## config.mk

```make
export PLATFORM = sky130hd
export DESIGN_NAME = fifo_sc_pack
export DESIGN_NICKNAME = d
export VERILOG_FILES = /design/src/rtl/fifo_sc_pack.sv
export SDC_FILE = /design/constraint.sdc
export NUM_CORES = 1
export LEC_CHECK = 0
export ABC_AREA = 1
export BUFFER_PORTS_ARGS = -buffer_cell sky130_fd_sc_hd__buf_2
export CORE_MARGIN = 2
export CORE_UTILIZATION = 60
export CTS_CLUSTER_SIZE = 12
export DETAILED_ROUTE_END_ITERATION = 10
export PLACE_DENSITY = 0.78
export REMOVE_ABC_BUFFERS = 1
export SKIP_LAST_GASP = 1
export SYNTH_ARGS = -nofsm -noshare
export SYNTH_HDL_FRONTEND = slang
export SYNTH_SLANG_ARGS = --single-unit
```

## constraint.sdc

```tcl
create_clock -name Clock -period 6.5 [get_ports Clock]
set_input_delay 0.975 -clock Clock [delete_from_list [all_inputs] [get_ports Clock]]
set_output_delay 0.975 -clock Clock [all_outputs]
set_load 0.01 [all_outputs]
```

## src/rtl/fifo_sc_pack.sv

```systemverilog
// Single-clock FIFO that packs RATIO narrow write pieces into one wide read word.
// Define FIFO_FWFT_EN for first-word-fall-through output; the default is standard read mode.
module fifo_sc_pack #(
  parameter int DIN_W    = 2,
  parameter int RATIO    = 2,
  parameter int DEPTH    = 16,
  parameter int AF_LEVEL = DEPTH - 2,
  parameter int AE_LEVEL = 2
) (
  input  logic                      Clock,
  input  logic                      Reset,
  input  logic [DIN_W-1:0]          Data,
  input  logic                      WrEn,
  input  logic                      RdEn,
  output logic [DIN_W*RATIO-1:0]    Q,
  output logic                      Full,
  output logic                      Empty,
  output logic                      AlmostFull,
  output logic                      AlmostEmpty,
  output logic [$clog2(DEPTH):0]    Count,
  output logic                      Overflow,
  output logic                      Underflow
);

  localparam int QW = DIN_W * RATIO;
  localparam int AW = $clog2(DEPTH);
  localparam int CW = AW + 1;
  localparam int PW = $clog2(RATIO);
  localparam int SW = (RATIO - 1) * DIN_W;

  localparam logic [PW-1:0] LAST_PIECE = PW'(RATIO - 1);
  localparam logic [CW-1:0] DEPTH_C    = CW'(DEPTH);
  localparam logic [CW-1:0] AF_C       = CW'(AF_LEVEL);
  localparam logic [CW-1:0] AE_C       = CW'(AE_LEVEL);

  logic [QW-1:0] r_mem [DEPTH];
  logic [SW-1:0] r_shift;
  logic [PW-1:0] r_piece_cnt;
  logic [AW-1:0] r_wr_ptr;
  logic [AW-1:0] r_rd_ptr;
  logic [CW-1:0] r_count;
  logic [QW-1:0] r_q;
  logic          r_ovf;
  logic          r_udf;

  logic          w_full;
  logic          w_empty;
  logic          w_wr_acc;
  logic          w_complete;
  logic          w_rd_acc;
  logic          w_load;
  logic [QW-1:0] w_word;

  // Request/accept: a write is taken when WrEn & !Full, a read when RdEn & !Empty,
  // both judged on registered state at the start of the cycle; refused requests set the sticky flags.
  assign w_full     = (r_count == DEPTH_C);
  assign w_wr_acc   = WrEn & ~w_full;
  assign w_complete = w_wr_acc & (r_piece_cnt == LAST_PIECE);
  assign w_rd_acc   = RdEn & ~w_empty;
  assign w_word     = {Data, r_shift};

`ifdef FIFO_FWFT_EN
  logic r_q_valid;
  logic w_ram_avail;

  // Count includes the prefetched head, so RAM holds a word whenever Count exceeds the valid bit.
  assign w_ram_avail = (r_count != CW'(r_q_valid));
  assign w_empty     = ~r_q_valid;
  assign w_load      = w_ram_avail & (~r_q_valid | w_rd_acc);

  always_ff @(posedge Clock) begin
    if (Reset) begin
      r_q_valid <= 1'b0;
    end else if (w_load) begin
      r_q_valid <= 1'b1;
    end else if (w_rd_acc) begin
      r_q_valid <= 1'b0;
    end
  end
`else
  assign w_empty = (r_count == '0);
  assign w_load  = w_rd_acc;
`endif

  always_ff @(posedge Clock) begin
    if (w_complete) begin
      r_mem[r_wr_ptr] <= w_word;
    end
  end

  // Partial pieces live only here; the piece counter reset is what discards them.
  always_ff @(posedge Clock) begin
    if (w_wr_acc && !w_complete) begin
      r_shift[r_piece_cnt*DIN_W +: DIN_W] <= Data;
    end
  end

  always_ff @(posedge Clock) begin
    if (Reset) begin
      r_piece_cnt <= '0;
      r_wr_ptr    <= '0;
    end else if (w_wr_acc) begin
      r_piece_cnt <= w_complete ? '0 : r_piece_cnt + 1'b1;
      if (w_complete) begin
        r_wr_ptr <= r_wr_ptr + 1'b1;
      end
    end
  end

  always_ff @(posedge Clock) begin
    if (Reset) begin
      r_rd_ptr <= '0;
      r_q      <= '0;
    end else if (w_load) begin
      r_rd_ptr <= r_rd_ptr + 1'b1;
      r_q      <= r_mem[r_rd_ptr];
    end
  end

  always_ff @(posedge Clock) begin
    if (Reset) begin
      r_count <= '0;
    end else begin
      case ({w_complete, w_rd_acc})
        2'b10:   r_count <= r_count + 1'b1;
        2'b01:   r_count <= r_count - 1'b1;
        default: r_count <= r_count;
      endcase
    end
  end

  always_ff @(posedge Clock) begin
    if (Reset) begin
      r_ovf <= 1'b0;
      r_udf <= 1'b0;
    end else begin
      if (WrEn && w_full) begin
        r_ovf <= 1'b1;
      end
      if (RdEn && w_empty) begin
        r_udf <= 1'b1;
      end
    end
  end

  assign Q           = r_q;
  assign Full        = w_full;
  assign Empty       = w_empty;
  assign AlmostFull  = (r_count >= AF_C);
  assign AlmostEmpty = (r_count <= AE_C);
  assign Count       = r_count;
  assign Overflow    = r_ovf;
  assign Underflow   = r_udf;

endmodule

```

==> run_results.csv, run 1 <==
group,metric,value,unit
status,status,"finished, final reports clean",
critical_path,r2r-start,"Count[3]",
sta,period_share,35.6,%
synthesis,synth_top_area_share,50.0,%
critical_path,crit_path_end_kind,"output port",
sta,final-setup-viol-count,0,
critical_path,r2r_slack,4.20,ns
sta,slew_headroom,44.0,%
clock_tree,cts-buffers-inserted,9,
layout,area_growth_syn_to_layout,8.02,%
die,fp.dieH,85.3,um
critical_path,start_kind,"flop",
sta,slew_viol_final,0,
sta,finClkSkew,0.0124,ns
run,maxCapViolCount,0,
layout,postLayoutCellArea,4280,um^2
worst_hold_path,min_to,"Overflow",
sta,setup_tns,0,ns
route,avgRoutedWirePerCell,15.1,um
synthesis,synth_top_area_cell,"edfxtp_1",
critical_path,r2r_cells,15,
critical_path,required,5.52,ns
critical_path,arrival,1.34,ns
layout,fin_nets,459,
power_and_ir_drop,switching_share,37.8,%
die,row_count,29,
synthesis,syn_avg_cell_area,9.29,um^2
synthesis,ys_seq_area_share,60.1,%
synthesis,synth_warnings,0,
power_and_ir_drop,clock_power_share,23.3,%
sta,fmax,432,MHz
grt,grt_pass1_wl,13100,um
sta,hold-worst-slack,0.480,ns
route,wirelength,7950,um
critical_path,crit_family,"compound AO/OA/AOI/OAI gates",
placed_design,placed_area,4090,um^2
power_and_ir_drop,p_switching,0.607,mW
sta,hold_viol,0,
clock_tree,cts_hold_buffers,0,
power_and_ir_drop,seqPwrFrac,44.4,%
critical_path,cp_cell_sequence,"a2111oi_0 -> buf_2",
clock_tree,cts_tree,"done",
route,vias,2818,
die,io_pins,21,
die,start_util,62.1,%
die,dieWidth,85.3,um
power_and_ir_drop,powerDensity,375,nW/um^2
critical_path,crit_fanout,7,
grt,grt_usage,23.6,%
critical_path,path_buf_inv,1,
clock_tree,cts-root-buf,"clkbuf_8",
layout,final_cell_mix,"nand2_1 (115), edfxtp_1 (66), inv_1 (61), nand3_1 (53), nor2_1 (40)",
synthesis,ys_seq_elements,86,
sta,rsz0062_at_grt,"no",
placed_design,dp_hpwl,5360,um
critical_path,worst_r2r_endpoint,"Count[4]",
clock_tree,cts.path.max_buffers,2,
sta,min_period,2.31,ns
worst_hold_path,min_from,"Overflow",
clock_tree,clk_pin_slew_worst_paths,0.09,ns
grt,grt_max_degree,36,
grt,antenna_found_initial,0,
worst_hold_path,hp-class,"reg -> reg",
layout,final_common_cell,"nand2_1",
clock_tree,htree_levels,3,
power_and_ir_drop,p_leak,1.86,nW
route,firstDrtPassIters,5,
grt,grt_pass1_vias,2725,
clock_tree,cts_resized,0,
placed_design,place_ws,3.89,ns
clock_tree,cts_setup_buffers,0,
layout,antenna_cells,0,
synthesis,synthTopCellsByArea,"edfxtp_1 (50%), nand2_1 (11%), dfxtp_1 (10%)",
synthesis,synth_cell_type_count,28,
clock_tree,worstSkewPairLatency,0.35,ns
layout,drive_gt1_share,11.8,%
power_and_ir_drop,power.share.combinational,32.3,%
route,post-route-drc-count,0,
grt,grt_overflow,0,
layout,stdcell_count,527,
worst_hold_path,hold_depth,2,
placed_design,port_buffers,20,
route,drt-initial-drc-count,254,
power_and_ir_drop,ir_drop,365,uV
route,ant_nets,0,
die,die_area,7270,um^2
synthesis,synth.cell_area,3970,um^2
sta,worstMarginPinSlew,0.839,ns
clock_tree,cts.sinks,86,
critical_path,cp_slowest_stage_delay,0.40,ns
critical_path,slowest_stage,"a2111oi_0",
placed_design,gp_congestion,0.894,
die,coreArea,6390,um^2
placed_design,dp_cells,511,
sta,fin_ws,4.19,ns
route,viasPerCell,5.35,
power_and_ir_drop,internal-power,0.999,mW
synthesis,synthCells,427,
critical_path,crit_type,"reg -> out",
## synth_stat cells (all sizes together)
master / n
a2111oi: 1
a21oi: 14
buf: 13
clkbuf: 1
clkinv: 1
dfxtp: 20
edfxtp: 66
ha: 8
inv: 64
nand2: 120
nand3: 54
nand4: 2
nor2: 44
o21ai: 14
xnor2: 1
xor2: 4
## area by class of cell
class,instances,area (um^2)
fill,511,2100
sequential,86,2380
timing repair buffer,21,108
clock inverter,7,73.8
multi-input combinational,262,1250
inverter,65,249
tap,77,96.3
clock buffer,9,124
## metrics by stage
stage	utilization, %	power, mW
2_1_floorplan	-	1.07
3_3_place_gp	64.0	1.22
3_5_place_dp	64.0	1.24
4_1_cts	67.1	1.61
5_1_grt	67.1	1.71
6_report	67.1	1.61
## kinds of logic (layout without fill, tap and decap cells)
logic type	Yosys count	after routing	synth area share, %
flip-flops	86	86	60.1
AO/OA/AOI/OAI	29	29	3.85
adder cells (fa/ha/maj)	8	8	2.52
XOR/XNOR	5	5	1.10
buffers and inverters	79	102	8.39
AND/OR/NAND/NOR	220	220	24.0
## metal layers
metal	track usage [%]	share of wire (%)	up-vias
li1	-	-	1408
met1	31.2	43	1319
met2	38.5	49	79
met3	4.38	5.5	12
met4	10.1	2.0	0
met5	0	0	-
## worst register-to-register path: cells and delay by family, from the launching register on
kind                       cells  cell delay, ns
adders and majority gates      2            0.48
DFF                            1            0.46
buffers and inverters          3            0.32
xor gates and xnor gates       1            0.23
and+or+nand+nor                8            0.64
AOI/OAI and AO/OA              1            0.12
## flip-flops by register name, indices dropped and copies added (netlist names)
register	count
r_shift	2
r_mem	64
Q	4
r_rd_ptr	4
r_wr_ptr	4
r_piece_cnt	1
Count	5
Underflow	1
Overflow	1
## power groups by stage
stage	Combinational (mW)	Clock [mW]	Sequential, mW
after global routing	0.592	0.399	0.719
after CTS	0.521	0.379	0.711
after global placement	0.504	0	0.720
after detailed placement	0.517	0	0.724
after floorplan	0.340	0	0.731
final	0.519	0.374	0.713
## how the worst max path moves through the flow
stage | from | end | slack, ns | cells past startpoint
2_1_floorplan | WrEn | Count[4] | 4.15 | 14
3_3_place_gp | WrEn | Count[4] | 3.95 | 15
3_5_place_dp | WrEn | Count[4] | 3.89 | 15
4_1_cts | Count[1] | AlmostEmpty | 4.17 | 2
5_1_grt | Count[3] | Count[4] | 3.94 | 15
6_report | Count[1] | AlmostEmpty | 4.19 | 2
Power figures use the tool's default switching activity.
==> run 2, diff against run 1 <==
==> constraint.sdc (replaced) <==
create_clock -name Clock -period 2.27 [get_ports Clock]
set_input_delay 0.3405 -clock Clock [delete_from_list [all_inputs] [get_ports Clock]]
set_output_delay 0.3405 -clock Clock [all_outputs]
set_load 0.01 [all_outputs]
==> run_results.csv, run 2 (same netlist as run 1, synthesis figures left out) <==
group,metric,value,unit
clock_tree,cts-buffers-inserted,9,
critical_path,crit_path_end_kind,"flop",
clock_tree,cts.path.max_buffers,2,
die,coreArea,6390,um^2
die,fp.dieH,85.3,um
route,wirelength,7850,um
run,maxCapViolCount,0,
critical_path,crit_type,"reg -> reg",
sta,fmax,502,MHz
layout,largest_reg_flops,64,
layout,antenna_cells,0,
route,drt-initial-drc-count,237,
sta,rsz0062_at_grt,"no",
grt,grt_pass1_wl,13000,um
worst_hold_path,hold_depth,3,
placed_design,dp_hpwl,5310,um
power_and_ir_drop,switching_share,38.6,%
clock_tree,clk_pin_slew_worst_paths,0.09,ns
route,avgRoutedWirePerCell,14.8,um
layout,max_flop_register,"r_mem",
critical_path,r2r_cells,16,
layout,final_cell_mix,"nand2_1 (115), edfxtp_1 (66), inv_1 (59), nand3_1 (53), nor2_1 (40)",
grt,use_met1,31.8,%
grt,grt_usage,23.5,%
critical_path,crit_fanout,7,
clock_tree,worstSkewPairLatency,0.36,ns
grt,met2_usage,36.4,%
clock_tree,cts_hold_buffers,0,
power_and_ir_drop,powerDensity,1060,nW/um^2
power_and_ir_drop,ir_drop,1000,uV
sta,min_period,1.99,ns
die,dieWidth,85.3,um
route,viasPerCell,5.29,
layout,num-fill-cells,499,
clock_tree,cts.sinks,86,
grt,antenna_found_initial,0,
power_and_ir_drop,p_switching,1.77,mW
layout,fin_nets,464,
die,io_pins,21,
grt,grt-busiest-layer,"met2",
clock_tree,cts_tree,"done",
sta,hold_viol,0,
die,start_util,62.1,%
power_and_ir_drop,p_leak,1.87,nW
power_and_ir_drop,internal-power,2.82,mW
sta,setup_tns,0,ns
route,vias,2815,
route,ant_nets,0,
sta,period_share,87.8,%
status,status,"finished, final reports clean",
grt,grt_use_met3,5.06,%
sta,slew_viol_final,0,
power_and_ir_drop,clock_power_share,20.7,%
sta,slew_headroom,60.5,%
clock_tree,cts-root-buf,"clkbuf_8",
grt,grt_max_degree,35,
die,row_count,29,
sta,final-setup-viol-count,0,
placed_design,gp_congestion,0.917,
route,post-route-drc-count,0,
layout,area_growth_syn_to_layout,9.06,%
worst_hold_path,hp-class,"in -> reg",
layout,drive_gt1_share,14.3,%
grt,grt_overflow,0,
placed_design,port_buffers,20,
route,firstDrtPassIters,4,
layout,final_common_cell,"nand2_1",
sta,finClkSkew,0.0108,ns
power_and_ir_drop,seqPwrFrac,43.7,%
critical_path,arrival,2.29,ns
sta,hold-worst-slack,0.252,ns
grt,grt_pass1_vias,2704,
clock_tree,htree_levels,3,
critical_path,start_kind,"flop",
sta,worstMarginPinSlew,0.593,ns
power_and_ir_drop,power.share.combinational,35.6,%
die,die_area,7270,um^2
critical_path,required,2.57,ns
run 2: changes by cell type in the layout (fill, tap and decap cells not counted), moves of 2 or more:
| cell | before | now |
|---|---|---|
| dfxtp_2 | 0 | 3 |
| buf_4 | 1 | 6 |
| inv_1 | 61 | 59 |
| dfxtp_1 | 20 | 16 |
| inv_2 | 1 | 3 |
run 2: critical path: stages (launching register included):
cell,delay (ns)
dfxtp_4,0.39
nor2_4,0.11
nand4_2,0.11
nand2_2,0.12
inv_2,0.05
nand2_4,0.09
ha_4,0.15
xor2_2,0.16
ha_1,0.17
inv_1,0.04
nand2_1,0.09
nand3_1,0.11
nand2_1,0.09
nand2_1,0.05
nand2_1,0.05
nand2_1,0.04
a21oi_1,0.11
run 2: power by group through the flow:
stage                     Clock (mW)  Combinational [mW]  Sequential [mW]
after floorplan                    0               0.974             2.09
after global placement             0                1.54             2.01
after detailed placement           0                1.58             2.02
after CTS                      0.949                1.59             1.98
after global routing            1.01                1.83             2.02
final                          0.949                1.63             2.01
run 2: timing repair:
item                       4_1_cts  5_1_grt
setup endpoints to repair        0        3
buffers inserted                 0        1
resized for setup                0       12
run 2: path summary, 6_finish.rpt:
| kind | from | end | slack [ns] |
|---|---|---|---|
| max | Count[1] | Count[4] | 0.28 |
| min | WrEn | Overflow | 0.25 |
| max reg2reg | Count[1] | Count[4] | 0.28 |
| min reg2reg | Underflow | Underflow | 0.48 |
run 2: metrics by stage:
stage / cells / area (um^2) / util (%) / power [mW] / worst slack (ns)
global placement: 515 / 4120 / 64.4 / 3.55 / 0.247
detailed placement: 515 / 4120 / 64.4 / 3.60 / 0.114
finish: 532 / 4320 / 67.7 / 4.59 / 0.278
floorplan: 413 / 3880 / - / 3.07 / 0.224
global route: 532 / 4320 / 67.7 / 4.87 / 0.0400
CTS: 531 / 4280 / 67.0 / 4.52 / 0.0904
run 2: layout make-up:
type | count | area [um^2] | area share (%)
timing repair buffer | 26 | 145 | 3.36
inverter | 65 | 251 | 5.82
multi-input combinational | 262 | 1270 | 29.5
clock inverter | 6 | 38.8 | 0.897
clock buffer | 10 | 128 | 2.95
tap | 77 | 96.3 | 2.23
sequential | 86 | 2390 | 55.3
run 2: per-layer routing:
metal / share of wire [%] / routed length [um] / vias to the layer above
li1: - / - / 1416
met1: 43 / 3390 / 1298
met2: 48 / 3770 / 84
met3: 5.6 / 437 / 17
met4: 3.2 / 254 / 0
met5: 0 / 0 / -
